`config.mk`:
```
export PLATFORM = sky130hd
export DESIGN_NAME = pipe_hazard_ctrl
export DESIGN_NICKNAME = d
export VERILOG_FILES = /design/src/rtl/pipe_hazard_ctrl.sv
export SDC_FILE = /design/constraint.sdc
export NUM_CORES = 1
export LEC_CHECK = 0
export CORE_MARGIN = 5
export CORE_UTILIZATION = 30
export CTS_BUF_LIST = sky130_fd_sc_hd__clkbuf_8
export DETAILED_ROUTE_END_ITERATION = 10
export PLACE_DENSITY_LB_ADDON = 0.3
export SETUP_SLACK_MARGIN = 0.1
export SYNTH_ARGS = -nofsm -noshare
export SYNTH_HDL_FRONTEND = slang
export SYNTH_SLANG_ARGS = --single-unit
```
`constraint.sdc`:
```
create_clock -name clk -period 2.5 [get_ports clk]
set_clock_uncertainty 0.05 [all_clocks]
set_input_delay 0.625 -clock clk [delete_from_list [all_inputs] [get_ports clk]]
set_output_delay 0.625 -clock clk [all_outputs]
set_load 0.01 [all_outputs]
```
`src/rtl/pipe_hazard_ctrl.sv`:
```
// Pipeline hazard controller: load-use bubbles, mispredict flush/redirect,
// data-memory wait and WFI sleep, plus a saturating stalled-cycle counter.
module pipe_hazard_ctrl (
  input  logic        clk,
  input  logic        rst,
  input  logic [4:0]  id_rs1_index,
  input  logic [4:0]  id_rs2_index,
  input  logic        id_use_rs1,
  input  logic        id_use_rs2,
  input  logic [4:0]  ex_rd_index,
  input  logic        ex_load,
  input  logic        t_pnt,
  input  logic        nt_pt,
  input  logic        dm_wait,
  input  logic        wfi_req,
  input  logic        irq_pending,
  output logic        pc_hold,
  output logic        ifid_hold,
  output logic        ifid_flush,
  output logic        idex_bubble,
  output logic        idex_flush,
  output logic        wait_dm,
  output logic        wait_wfi,
  output logic        wfi_wake,
  output logic [2:0]  state,
  output logic [15:0] stall_cnt
);

  typedef enum logic [2:0] {
    RUN     = 3'd0,
    REDIR   = 3'd1,
    MEMWAIT = 3'd2,
    WFI     = 3'd3
  } state_t;

  state_t cur_state;
  state_t next_state;
  logic   pend_flush;
  logic   pend_flush_next;
  logic   lu;
  logic   mp;

  assign lu = ex_load && (ex_rd_index != 5'd0) &&
              ((id_use_rs1 && (id_rs1_index == ex_rd_index)) ||
               (id_use_rs2 && (id_rs2_index == ex_rd_index)));
  assign mp = t_pnt || nt_pt;

  assign state = cur_state;

  always_ff @(posedge clk) begin
    if (rst) begin
      cur_state  <= RUN;
      pend_flush <= 1'b0;
      stall_cnt  <= 16'd0;
    end else begin
      cur_state  <= next_state;
      pend_flush <= pend_flush_next;
      if (pc_hold && (stall_cnt != 16'hFFFF))
        stall_cnt <= stall_cnt + 16'd1;
    end
  end

  always_comb begin
    next_state      = RUN;
    pend_flush_next = pend_flush;
    pc_hold         = 1'b0;
    ifid_hold       = 1'b0;
    ifid_flush      = 1'b0;
    idex_bubble     = 1'b0;
    idex_flush      = 1'b0;
    wait_dm         = 1'b0;
    wait_wfi        = 1'b0;
    wfi_wake        = 1'b0;

    case (cur_state)
      RUN: begin
        if (mp) begin
          ifid_flush = 1'b1;
          idex_flush = 1'b1;
          next_state = REDIR;
        end else if (dm_wait) begin
          wait_dm    = 1'b1;
          pc_hold    = 1'b1;
          ifid_hold  = 1'b1;
          next_state = MEMWAIT;
        end else if (wfi_req) begin
          pc_hold    = 1'b1;
          ifid_hold  = 1'b1;
          next_state = WFI;
        end else if (lu) begin
          pc_hold     = 1'b1;
          ifid_hold   = 1'b1;
          idex_bubble = 1'b1;
        end
      end

      REDIR: begin
        ifid_flush  = 1'b1;
        idex_bubble = 1'b1;
      end

      // A mispredict seen on the exit cycle itself is treated like a pending one.
      MEMWAIT: begin
        if (dm_wait) begin
          wait_dm    = 1'b1;
          pc_hold    = 1'b1;
          ifid_hold  = 1'b1;
          next_state = MEMWAIT;
          if (mp)
            pend_flush_next = 1'b1;
        end else if (pend_flush || mp) begin
          ifid_flush      = 1'b1;
          idex_flush      = 1'b1;
          next_state      = REDIR;
          pend_flush_next = 1'b0;
        end else begin
          pend_flush_next = 1'b0;
        end
      end

      WFI: begin
        wait_wfi  = 1'b1;
        pc_hold   = 1'b1;
        ifid_hold = 1'b1;
        if (irq_pending)
          wfi_wake = 1'b1;
        else
          next_state = WFI;
      end

      default: begin
        pend_flush_next = 1'b0;
      end
    endcase

    if (ifid_flush)
      ifid_hold = 1'b0;

    if (rst) begin
      pc_hold     = 1'b0;
      ifid_hold   = 1'b0;
      ifid_flush  = 1'b0;
      idex_bubble = 1'b0;
      idex_flush  = 1'b0;
      wait_dm     = 1'b0;
      wait_wfi    = 1'b0;
      wfi_wake    = 1'b0;
    end
  end

endmodule

```
### Yosys cells after proc, flatten, opt, wreduce, memory -nomap -nowiden

Cells that the tools add are included.

* register bits after elaboration: 20
* input bits: 25
* output and inout bits: 27
* logic and storage cells: 63

* add/subtract/negate cells: 1
* equal/unequal tests: 7
* multiplexer cells: 39
* bitwise logic cells: 1
* reduce and logical (&&, ||, !) cells: 12

Operator list (count)
* $mux 1: 27
* $add 16x1->16 const B: 1
* $ne 16x16->1 const B: 1
* $eq 5x5->1: 2
* $mux 2: 5
* $pmux 1 s2: 4
* $eq 3x2->1 const B: 2
* $pmux 1 s3: 2
* $pmux 2 s3: 1
* $logic_and 1x1->1: 5
* $reduce_bool 5->1: 1
* $eq 3x1->1 const B: 1
* $logic_not 3->1: 1
* $logic_or 1x1->1: 3
* $ne 3x3->1 const B: 1
* $reduce_or 3->1: 1
* $reduce_and 2->1: 1
* $not 1->1: 1

### Longest topological paths before layout

Gate-level depths: netlist (run 1).

* depth after elaboration: 11
* mapped depth: 9
* gate-level depth less buffers: 7

### Worst setup path after synthesis (run 1)

No wires, ideal clock.

* kind: in2out
* from: input port nt_pt
* to: output port ifid_hold
* arrival time: 1.885 ns
* data required time: 1.825 ns
* setup slack: -0.060 ns
* stages on the path: 5
* path buffers: 1
* cell sequence: or2_1 > or4_4 > o21ai_4 > buf_2 > and2_1

* cells in the longest elaborated chain, start to end: 7
* elaborated cells between the ends (all ways): 10
* classes of those cells: 8 x mux; 2 x reduce/logical

RTL lines
* start, declared: RTL line 13 `input logic nt_pt,`
* $logic_or 1x1->1 (*): RTL line 46 `assign mp = t_pnt || nt_pt;`
* $logic_or 1x1->1: RTL line 111 `end else if (pend_flush || mp) begin`
* $mux 1: RTL line 111
* $mux 1: RTL line 104 `if (dm_wait) begin`
* $pmux 1 s3: RTL line 75 `case (cur_state)`
* $mux 1 (*): RTL line 136 `if (ifid_flush)`
* $mux 1 (*): RTL line 139 `if (rst) begin`
* end, declared: RTL line 18 `output logic ifid_hold,`

Every way passes the cells marked *; elsewhere a longest branch is shown, timed or not.

### Worst setup path in the final report (run 1)

* from: input port ex_rd_index[1]
* to: output port ifid_hold

* cells in the longest elaborated chain, start to end: 11
* elaborated cells between the ends (all ways): 15
* classes of those cells: 2 x eq/ne; 7 x mux; 6 x reduce/logical

RTL lines
* start, declared: RTL line 10 `input logic [4:0] ex_rd_index,`
* $eq 5x5->1, on equally long branches: RTL line 44, 45
* $logic_and 1x1->1, on equally long branches: RTL line 44, 45
* $logic_or 1x1->1: RTL line 44 `((id_use_rs1 && (id_rs1_index == ex_rd_index)) ||`
* $logic_and 1x1->1 (*): RTL line 43 `assign lu = ex_load && (ex_rd_index != 5'd0) &&`
* $mux 1 (*): RTL line 90 `end else if (lu) begin`
* $mux 1 (*): RTL line 86 `end else if (wfi_req) begin`
* $mux 1 (*): RTL line 81 `end else if (dm_wait) begin`
* $mux 1 (*): RTL line 77 `if (mp) begin`
* $pmux 1 s3 (*): RTL line 75
* $mux 1 (*): RTL line 136
* $mux 1 (*): RTL line 139

Marks and branches as above.

==> impl_metrics.csv, run 1 <==
group,metric,value,unit
run_status,outcome,"complete, but fails checks",
run_status,violations,"setup timing",
setup_path,crit_type,"in2out",
grt,grtUsageMet3,2.736,%
grt,overflow,0,
route,drt_pre_antenna_iters,4,
cts,clkTransAtPathRegs,0.08,ns
final_layout,n_fill_cell,389,
grt,grt_max_degree,22,
die,core,0.003943,sq mm
route,drt_iter0_drc,84,
die,io_pins,52,
sta,min_period_over_period,105.4,%
cts,ctsLongestPathBuffers,2,
synthesis,syn-num-nets,180,
synthesis,ys_ff_latch,19,
sta,rsz0062_at_grt,"yes",
sta,setup_tns,-0.3745,ns
sta,drv_slew,0,
cts,cts_tree,"done",
route,drc,0,
synthesis,synth_cells,154,
min_path,hold_path_class,"reg2reg",
sta,max_freq,379.4,MHz
route,viasPerCell,4.773,
synthesis,synth_largest_area_cell,"dfxtp_1",
synthesis,synthTopCellsByArea,"dfxtp_1 (31%), xor2_1 (12%), nor2_1 (7.1%)",
cts,cts-root-buf,"clkbuf_8",
sta,timing.final.ws_setup,-0.1354,ns
setup_path,crit_fanout,3,
placement,hpwlAfterDp,2.616,mm
grt,grt_usage,12.84,%
synthesis,synth_top_area_share,31.44,%
sta,hold_viol,0,
synthesis,syn-cell-area,0.001210,sq mm
die,die_x,73.51,microns
setup_path,slowest_stage,"or4_4",
placement,place_congestion,0.7246,
placement,place_ws,-0.9130,ns
cts,clkLatencyLatePin,0.26,ns
final_layout,synthToLayoutAreaGrowth,66.18,%
setup_path,cp.required,1.82,ns
placement,dpl_cell_area,0.001857,sq mm
cts,cts-buffers-inserted,3,
route,vias,1303,
final_layout,finalInstanceArea,0.002011,sq mm
grt,antenna_found_initial,0,
cts,holdBufCountCts,0,
final_layout,drive_gt1_share,27.80,%
synthesis,yosysSeqAreaShare,31.44,%
grt,grt_use_met1,14.57,%
job,max-cap-violations,0,
final_layout,antenna_cells,0,
setup_path,crit_path_start_kind,"input port",
pwr,power_density,365.6,mW/mm^2
pwr,vdd_drop_max,144.2,uV
route,drt-wirelength-per-cell,12.48,microns
pwr,total_power,0.7351,mW
grt,grt_pass1_wl,5.478,mm
die,dieArea,0.005403,sq mm
setup_path,critPathMaxStageDelay,0.51,ns
final_layout,fin_nets,250,
synthesis,synth_cell_types,41,
cts,clock-sinks,19,
grt,grt-busiest-layer,"met2",
placement,numPortBuffers,50,
setup_path,crit_chain,"buf_8 -> buf_6 -> or4_4 -> o21ai_4 -> or4_4 -> o21ai_4 -> and2_4 -> buf_6",
sta,setup_viol,3,
synthesis,yosys_warnings,0,
route,wirelength,3.408,mm
route,drtAntennaViolNets,0,
die,fp-row-count,23,
synthesis,avgSynthCellArea,7.857,sq um
grt,grt_pass1_vias,1258,
setup_path,cp-end-kind,"output pin",
cts,cts.htree.levels,1,
grt,gr-usage-met2,22.64,%
sta,holdWs,0.4676,ns
sta,layout_min_cycle_time,2.635,ns
die,die_h,73.51,microns
die,start_util,30.69,%
pwr,p_leak,0.8260,nW
setup_path,cp.arrival,1.96,ns
==> cell usage after synthesis, drive strengths merged <==
cell and number:
o31a 1, nor3 4, mux2i 3, or2 1
a211oi 1, conb 1, a21boi 1, inv 2
or4 4, or3 2, nor2b 3, buf 4
nand2 9, and4 1, o31ai 2, ha 1
nand3 11, xor2 16, and2 7, and3 4
a32oi 1, o22ai 1, nor2 23, nor4 3
nor4b 1, a221o 1, nand4 5, clkbuf 3
dfxtp 19, nand2b 2, o21ai 5, xnor2 4
a21oi 8
==> metrics by stage <==
stage / utilization, % / cells
6_report: 51.00 / 273
3_5_place_dp: 47.10 / 262
3_3_place_gp: 47.10 / 262
2_1_floorplan: - / 154
5_1_grt: 51.00 / 273
4_1_cts: 48.43 / 267
==> repair_timing <==
item | in CTS | in global routing
pin swaps | 14 | 16
resized for setup | 75 | 27
setup endpoints to repair | 24 | 7
setup buffers | 1 | 6
==> metal layers <==
layer,part of all wire [%],vias to the layer above
met5,0,-
met4,1.9,0
met3,6.8,5
met2,49,40
met1,42,579
li1,-,679
==> cells in the final DEF, fill, tap and decap left out, types with 4 or more instances in the layout <==
cell type	count
buf_6	7
nor3_1	4
buf_2	4
clkdlybuf4s50_1	22
nand2_1	8
dfxtp_1	19
dlygate4sd2_1	6
and2_1	4
buf_4	19
clkbuf_2	6
nand3_1	11
a21oi_1	6
nor2_1	23
and3_1	4
nand4_1	4
xor2_1	14
==> sequential cells by signal, summed over array words and instances, names as in the netlist <==
name        flops
stall_cnt      16
state           2
pend_flush      1
==> area by class of cell <==
| class | instances | area (sq um) | area share (%) |
|---|---|---|---|
| inverters | 2 | 7.507 | 0.3734 |
| repair buffers | 72 | 640.6 | 31.86 |
| flip-flops and latches | 19 | 380.4 | 18.92 |
| well taps | 50 | 62.56 | 3.111 |
| clock inverters | 1 | 5.005 | 0.2489 |
| multi-input cells | 126 | 873.3 | 43.43 |
| clock buffers | 3 | 41.29 | 2.054 |
==> worst paths after layout <==
path	startpoint	end	slack, ns	cells past startpoint
hold / removal	stall_cnt[4]	stall_cnt[4]	0.47	1
setup reg to reg	stall_cnt[3]	stall_cnt[4]	0.31	8
setup / recovery	ex_rd_index[1]	ifid_hold	-0.14	8
hold reg to reg	stall_cnt[4]	stall_cnt[4]	0.47	1
==> where the power goes <==
part / switching (mW) / internal, mW
clock network: 0.104 / 0.111
registers: 0.00592 / 0.308
logic: 0.0934 / 0.113
total: 0.203 / 0.532
==> critical path: cells and delay by family <==
family	cells	cell delay, ns
buffers and inverters	3	0.31
AND/OR/NAND/NOR	3	0.81
AO/OA/AOI/OAI	2	0.19
==> kinds of logic (layout without fill, tap and decap cells) <==
group	count (synthesis)	count (layout)	share of synthesized area [%]
buffers and inverters	9	78	3.413
DFF	19	19	31.44
adders and majority gates	1	1	1.034
xor gates and xnor gates	20	20	14.48
other	1	1	0.3099
and+or+nand+nor	80	80	35.26
AOI/OAI and AO/OA	21	21	11.58
muxes	3	3	2.482
Note: power is estimated with default switching activity, not from simulation.
==> run 2, diff against run 1 <==
ABC_CLOCK_PERIOD_IN_PS = 2500   (was not set)
CORE_UTILIZATION = 39   (was 30)
CTS_CLUSTER_SIZE = 10   (was not set)
==> impl_metrics.csv, run 2 (synthesis gave the netlist of run 1 again) <==
group,metric,value,unit
sta,layout_min_cycle_time,2.706,ns
route,drt-wirelength-per-cell,16.59,microns
cts,cts_tree,"done",
pwr,power_frac_clock,27.4,%
final_layout,synthToLayoutAreaGrowth,78.49,%
run_status,outcome,"complete, but fails checks",
min_path,hold_path_class,"reg2reg",
setup_path,crit_type,"in2out",
placement,hpwlAfterDp,2.827,mm
sta,max_freq,369.6,MHz
grt,grt_pass1_wl,6.658,mm
route,drt_iter0_drc,118,
setup_path,crit_path_start_kind,"input port",
placement,place_congestion,0.8437,
route,wirelength,4.430,mm
die,dieArea,0.004316,sq mm
placement,dp_cells,249,
setup_path,cp_num_buf_inv,3,
pwr,p_sw,0.2297,mW
final_layout,finalInstanceArea,0.002160,sq mm
die,fp-row-count,20,
setup_path,reg2regPathDepth,8,
sta,hold_viol,0,
placement,dpl_cell_area,0.001866,sq mm
sta,timing.final.ws_setup,-0.2057,ns
cts,clkLatencyLatePin,0.26,ns
sta,drv_slew,0,
die,start_util,40.29,%
pwr,switching_share,29.04,%
cts,ctsLongestPathBuffers,2,
final_layout,antenna_cells,0,
final_layout,final_cells,267,
final_layout,top_register,"stall_cnt",
cts,clkTransAtPathRegs,0.07,ns
final_layout,final_cell_mix,"nor2_1 (22), clkdlybuf4s50_1 (22), buf_4 (22)",
pwr,share_comb_of_total_power,33.0,%
min_path,hold_path_end,"stall_cnt[5]",
route,viasPerCell,5.659,
min_path,worstHoldPathCells,2,
final_layout,fin_util,71.92,%
sta,min_period_over_period,108.2,%
pwr,internal_power,0.5612,mW
die,die_h,65.70,microns
setup_path,critical_path.top_delay_family,"simple AND/OR/NAND/NOR gates",
sta,holdWs,0.4733,ns
cts,clock-sinks,19,
route,drc,0,
die,core,0.003003,sq mm
setup_path,crit_fanout,3,
setup_path,cp-end-kind,"output pin",
job,max-cap-violations,0,
pwr,vdd_drop_max,201.7,uV
die,io_pins,52,
grt,grt_pass1_vias,1490,
setup_path,r2r_setup_slack,0.07,ns
setup_path,cp.required,1.82,ns
setup_path,r2r-start,"stall_cnt[4]",
pwr,p_leak,0.8669,nW
final_layout,drive_gt1_share,33.33,%
pwr,pwr-share-seq,39.6,%
placement,numPortBuffers,50,
placement,place_ws,-0.9943,ns
route,vias,1511,
final_layout,largest_reg_flops,16,
setup_path,rr_endpoint,"stall_cnt[4]",
cts,cts-buffers-inserted,3,
grt,overflow,0,
die,die_x,65.70,microns
setup_path,slowest_stage,"or4_4",
sta,setup_viol,17,
route,drt_pre_antenna_iters,5,
cts,cts.htree.levels,1,
route,drtAntennaViolNets,0,
grt,grt_max_degree,14,
pwr,total_power,0.7910,mW
sta,setup_tns,-1.654,ns
sta,rsz0062_at_grt,"yes",
setup_path,crit_chain,"buf_8 -> or4_4 -> o21ai_4 -> or4_4 -> o21ai_4 -> buf_4 -> and2_4 -> buf_6",
pwr,power_density,366.3,mW/mm^2
run_status,violations,"setup timing",
grt,grt_usage,19.49,%
setup_path,critPathMaxStageDelay,0.54,ns
setup_path,cp.arrival,2.03,ns
grt,antenna_found_initial,0,
min_path,hold_start,"stall_cnt[5]",
cts,cts-root-buf,"clkbuf_8",
final_layout,fin_nets,261,
[run 2: what timing repair did]
item,CTS,global route
gates resized for setup,95,30
pin swaps,26,21
endpoints found under the hold margin,0,0
hold buffers,0,0
endpoints found under the setup margin,24,19
setup buffers,9,7
[run 2: tightest hold or removal path: stages (launching register included)]
cell and delay (ns):
dfxtp_1 0.34, o31ai_1 0.08, a21oi_1 0.06
[run 2: layout make-up]
cell class,instances,area (sq um)
clock buffer,3,41.29
tap,33,41.29
sequential,19,381.6
fill,212,843.3
clock inverter,1,3.754
multi-input combinational,126,925.9
timing repair buffer,83,758.2
inverter,2,7.507
[run 2: metal layers]
metal / GRT usage (%) / share of wire [%]
met5: 0 / 0
met4: 9.067 / 2.9
met3: 3.761 / 5.3
met2: 35.04 / 52
met1: 21.79 / 40
[run 2: worst max-delay path by stage]
stage	startpoint	to	slack, ns	cells past startpoint
after global routing	ex_rd_index[2]	pc_hold	-0.24	8
after global placement	ex_rd_index[3]	idex_bubble	-0.90	9
final	ex_rd_index[2]	pc_hold	-0.21	8
after CTS	ex_rd_index[2]	ifid_hold	-0.21	8
after detailed placement	ex_rd_index[3]	idex_bubble	-0.99	9
after floorplan	ex_rd_index[1]	ifid_hold	0.02	6
[run 2: power groups by stage]
stage / registers, mW / clock network, mW / logic [mW]
finish: 0.313 / 0.217 / 0.261
global route: 0.314 / 0.235 / 0.277
CTS: 0.313 / 0.211 / 0.223
detailed placement: 0.319 / 0 / 0.194
global placement: 0.319 / 0 / 0.189
floorplan: 0.321 / 0 / 0.0848
